===== src/rtl/seg_scroll_animator.sv =====
// Multi-digit active-low 7-segment driver. On each accepted load the old characters
// scroll vertically out while the new characters scroll in, in half-digit steps.
module seg_scroll_animator #(
    parameter int unsigned NUM_DIGITS  = 4,
    parameter int unsigned STEP_CYCLES = 1
) (
    input  logic                    clk,
    input  logic                    rst_n,
    input  logic                    load,
    input  logic [7*NUM_DIGITS-1:0] new_chars,
    input  logic                    dir_up,
    input  logic [NUM_DIGITS-1:0]   anim_mask,
    output logic                    ready,
    output logic                    busy,
    output logic                    done,
    output logic [7*NUM_DIGITS-1:0] disp_out
);

    localparam int unsigned W  = 7 * NUM_DIGITS;
    localparam int unsigned TW = $clog2(STEP_CYCLES + 1);
    localparam logic [TW-1:0] TIMER_LAST = TW'(STEP_CYCLES - 1);

    typedef enum logic {
        ST_IDLE,
        ST_ANIM
    } state_t;

    state_t            state_q, state_d;
    logic [1:0]        frame_q, frame_d;
    logic [TW-1:0]     timer_q, timer_d;
    logic [W-1:0]      cur_q, cur_d;
    logic [W-1:0]      disp_q, disp_d;
    logic [W-1:0]      old_q, old_d;
    logic [W-1:0]      tgt_q, tgt_d;
    logic              dir_q, dir_d;
    logic [NUM_DIGITS-1:0] mask_q, mask_d;
    logic              done_q, done_d;

    // Segment bit order per digit is {a,b,c,d,e,f,g}; a lit segment is 0.
    function automatic logic [6:0] shift_up(input logic [6:0] s, input logic [1:0] k);
        logic [6:0] r;
        case (k)
            2'd0:    r = s;
            2'd1:    r = {s[0], s[4], 3'b111, s[2], s[3]};
            2'd2:    r = {s[3], 6'b111111};
            default: r = '1;
        endcase
        return r;
    endfunction

    function automatic logic [6:0] shift_down(input logic [6:0] s, input logic [1:0] k);
        logic [6:0] r;
        case (k)
            2'd0:    r = s;
            2'd1:    r = {2'b11, s[5], s[0], s[1], 1'b1, s[6]};
            2'd2:    r = {3'b111, s[6], 3'b111};
            default: r = '1;
        endcase
        return r;
    endfunction

    function automatic logic [W-1:0] merge_frame(
        input logic [W-1:0]          old_c,
        input logic [W-1:0]          tgt_c,
        input logic                  up,
        input logic [NUM_DIGITS-1:0] mask,
        input logic [1:0]            k
    );
        logic [W-1:0] r;
        logic [6:0]   o;
        logic [6:0]   n;
        r = '1;
        for (int unsigned i = 0; i < NUM_DIGITS; i++) begin
            o = old_c[7*i +: 7];
            n = tgt_c[7*i +: 7];
            if (!mask[i])
                r[7*i +: 7] = n;
            else if (up)
                r[7*i +: 7] = shift_up(o, k) & shift_down(n, 2'd3 - k);
            else
                r[7*i +: 7] = shift_down(o, k) & shift_up(n, 2'd3 - k);
        end
        return r;
    endfunction

    always_comb begin
        state_d = state_q;
        frame_d = frame_q;
        timer_d = timer_q;
        cur_d   = cur_q;
        disp_d  = disp_q;
        old_d   = old_q;
        tgt_d   = tgt_q;
        dir_d   = dir_q;
        mask_d  = mask_q;
        done_d  = 1'b0;
        case (state_q)
            ST_IDLE: begin
                disp_d  = cur_q;
                frame_d = 2'd0;
                if (load) begin
                    old_d   = cur_q;
                    tgt_d   = new_chars;
                    dir_d   = dir_up;
                    mask_d  = anim_mask;
                    disp_d  = merge_frame(cur_q, new_chars, dir_up, anim_mask, 2'd1);
                    frame_d = 2'd1;
                    timer_d = '0;
                    state_d = ST_ANIM;
                end
            end
            ST_ANIM: begin
                if (timer_q == TIMER_LAST) begin
                    timer_d = '0;
                    if (frame_q == 2'd1) begin
                        frame_d = 2'd2;
                        disp_d  = merge_frame(old_q, tgt_q, dir_q, mask_q, 2'd2);
                    end else begin
                        // Final frame is always the target, so it is loaded directly.
                        frame_d = 2'd0;
                        disp_d  = tgt_q;
                        cur_d   = tgt_q;
                        done_d  = 1'b1;
                        state_d = ST_IDLE;
                    end
                end else begin
                    timer_d = timer_q + 1'b1;
                end
            end
            default: state_d = ST_IDLE;
        endcase
    end

    always_ff @(posedge clk) begin
        if (!rst_n) begin
            state_q <= ST_IDLE;
            frame_q <= 2'd0;
            timer_q <= '0;
            cur_q   <= '1;
            disp_q  <= '1;
            old_q   <= '1;
            tgt_q   <= '1;
            dir_q   <= 1'b0;
            mask_q  <= '0;
            done_q  <= 1'b0;
        end else begin
            state_q <= state_d;
            frame_q <= frame_d;
            timer_q <= timer_d;
            cur_q   <= cur_d;
            disp_q  <= disp_d;
            old_q   <= old_d;
            tgt_q   <= tgt_d;
            dir_q   <= dir_d;
            mask_q  <= mask_d;
            done_q  <= done_d;
        end
    end

    assign ready    = (state_q == ST_IDLE);
    assign busy     = ~ready;
    assign done     = done_q;
    assign disp_out = disp_q;

endmodule


===== config.mk =====
export PLATFORM = sky130hd
export DESIGN_NAME = seg_scroll_animator
export DESIGN_NICKNAME = d
export VERILOG_FILES = /design/src/rtl/seg_scroll_animator.sv
export SDC_FILE = /design/constraint.sdc
export NUM_CORES = 1
export LEC_CHECK = 0
export ABC_AREA = 1
export CAP_MARGIN = 20
export CORE_AREA = 2 2 100 102
export DETAILED_ROUTE_END_ITERATION = 12
export DIE_AREA = 0 0 102 104
export GPL_TIMING_DRIVEN = 0
export PLACE_DENSITY = 0.86
export SLEW_MARGIN = 20
export SYNTH_ARGS = -nofsm -noshare
export SYNTH_HDL_FRONTEND = slang
export SYNTH_SLANG_ARGS = --single-unit

===== constraint.sdc =====
create_clock -name clk -period 0.93 [get_ports clk]
set_input_delay 0.186 -clock clk [delete_from_list [all_inputs] [get_ports clk]]
set_output_delay 0.186 -clock clk [all_outputs]
set_load 0.01 [all_outputs]

==> out/results.tsv <==
metric	value	unit
Die W	102	um
Finished Layout Cells	904	
YS warnings	0	
Routed WL	19700	um
die height	104	um
Syn Inst Count	665	
met2 wire len	8740	um
share of layout cells above drive strength 1	31.9	%
Vias	5769	
crit path kind	input pin to flip-flop	
Critical Path Slowest Stage Cell	dlygate4sd2_1	
failing checks	negative setup slack	
Post-Place Cells	861	
Max Fclk	758	MHz
Seq/Total Area, Yosys	44.0	%
met3 wire len	2350	um
WP data arrival	1.59	ns
Clock Sinks	101	
Slowest Stage Delay on Critical Path	0.50	ns
max_cap viols	0	
Worst-Margin Slew	0.611	ns
Final nets	802	
peak supply drop	1000	uV
Residual DRC	0	
syn_nets	701	
die area	10600	um2
Clock Path Buffers	2	
antenna violations before repair	0	
num rows	36	
wl on met1	6980	um
setup ws final	-0.389	ns
Initial Utilization	48.1	%
Critical Path RT	1.20	ns
Unique masters post-synth	19	
DRT Pass-1 Iters	8	
Final ANT Viol Nets	0	
number of global-route vias before repair	5253	
most common cell after layout, fill and taps aside	nand2_1	
crit path launch type	input pin	
CP max FO	9	
DRT iter0 DRCs	804	
core box area	9550	um2
Syn Area/Cell	6.91	um2
Final period util	142	%
clk_skew	0.0122	ns
pre-CTS setup slack	-0.948	ns
final core occ	70.4	%
detailed placement HPWL	10500	um
CP Cell Sequence	dlygate4sd2_1, clkinv_2, nor2_1, nand2_1, a21oi_1, a21oi_1	
Mapped Area	4590	um2
most frequent cells in the layout	135 x nand2_1, 87 x dfxtp_1, 77 x a21oi_1	
Final Critical Period	1.32	ns
GRT Resource Usage Total	32.3	%
Final Max Slew Viols	0	
family with the most delay on the worst path	buffers and inverters	
Hold WC Path Type	input pin to flip-flop	
Critical Path Most Common Cell	a21oi_1	
Pleak	2.97	nW
clk root buf	clkbuf_8	
Hold Violations, Final	0	
DR WL/cell	21.7	um
largest net degree at the start of global routing	17	
critical path endpoint category	flip-flop	
Seq cells post-synth	101	
TritonCTS buffer count	9	
top sig layer	met4	
# IOs	67	
total grt overflow	0	
hold-fix buffer count after cts	0	
P&R area growth vs syn	46.4	%
H-tree depth	3	
first-pass GRT wire length	26400	um
clock transition at the registers of the reported paths	0.10	ns
clk_lat worst skew	0.39	ns
vias per cell	6.38	
final setup fails	132	
status	complete, but fails checks	
relative slew slack	59.2	%
Routability Congestion	0.946	
CP bufs+invs	2	
Cell Pwr Density	1590	nW/um2
Port-buffer cells	63	
unrepaired setup endpoints after global routing	true	
CTS tree	done	
number of diodes	0	
==> logic make-up after synthesis <==
group / after synthesis / share of synthesized area [%]
compound gates: 218 / 25.2
buf+inv: 115 / 10.4
flops: 101 / 44.0
simple gates: 231 / 20.4
==> state kept, by name, indices dropped and copies added, names as in the netlist <==
register,flops
cur_q,28
disp_out,28
tgt_q,28
old_q,8
mask_q,4
frame_q,2
busy,1
dir_q,1
done,1
==> worst paths after layout <==
| kind | slack, ns | cells after the start | to | startpoint |
|---|---|---|---|---|
| max reg2reg | -0.35 | 6 | mask_q[3]$_SDFFE_PN0P_ | busy$_SDFF_PN0_ |
| min reg2reg | 0.50 | 2 | old_q[20]$_SDFFE_PN1P_ | old_q[20]$_SDFFE_PN1P_ |
| min | 0.21 | 3 | mask_q[1]$_SDFFE_PN0P_ | anim_mask[1] |
| max | -0.39 | 6 | disp_out[26]$_SDFF_PN1_ | anim_mask[3] |
==> metrics by stage <==
stage          setup TNS (ns)  area (um2)  hold WS, ns  total power [mW]
2_1_floorplan           -3.15        4770        0.299              6.03
3_3_place_gp           -74.40        5560        0.438              6.76
3_5_place_dp           -75.88        5560        0.456              6.81
4_1_cts                -19.84        6270        0.208              10.2
5_1_grt                -27.37        6730        0.219              11.0
6_report               -24.93        6730        0.208              10.7
==> Yosys cell counts, drive strengths merged <==
| cell type | instances | area share, % |
|---|---|---|
| o21ai | 71 | 7.7 |
| or2 | 1 | 0.14 |
| a21oi | 120 | 13 |
| inv | 73 | 6.0 |
| o21a | 1 | 0.16 |
| clkbuf | 10 | 0.84 |
| dfxtp | 101 | 44 |
| buf | 31 | 3.5 |
| o211ai | 25 | 4.1 |
| o22ai | 1 | 0.14 |
| nand3 | 46 | 5.0 |
| clkinv | 1 | 0.082 |
| nand2 | 161 | 13 |
| nor2 | 23 | 1.9 |
==> where the power goes <==
group	total [mW]	leakage [nW]	internal [mW]	switching, mW
logic	2.55	2.02	1.06	1.49
registers	4.97	0.837	4.67	0.293
clock network	3.21	0.111	1.59	1.63
==> cell type report <==
class                   count  area, um2
inverters                  74        337
multi-input cells         450       2590
flip-flops and latches    101       2050
fillers                   709       2820
repair buffers             89        903
plain buffers              41        453
clock inverters             3       46.3
clock buffers              13        181
well taps                 133        166
==> repair_timing <==
action                                  in CTS  in global routing
gates resized for setup                    245                107
endpoints found under the setup margin     132                132
setup buffers                               12                  6
hold endpoints to repair                     0                  0
gates cloned                                 6                  3
pin swaps                                   20                 24
==> routing by layer <==
metal / track usage [%] / vias to the layer above
li1: - / 2408
met5: 0 / -
met2: 48.6 / 519
met4: 21.7 / 0
met1: 40.3 / 2653
met3: 7.93 / 189
==> worst reg2reg max path, cell delays in order, from the launching register on <==
cell and delay (ns):
dfxtp_4 0.43, inv_8 0.07, buf_6 0.13, nand2_8 0.09, inv_8 0.06, clkbuf_16 0.15
a21oi_1 0.25
Note: power is estimated with default switching activity, not from simulation.
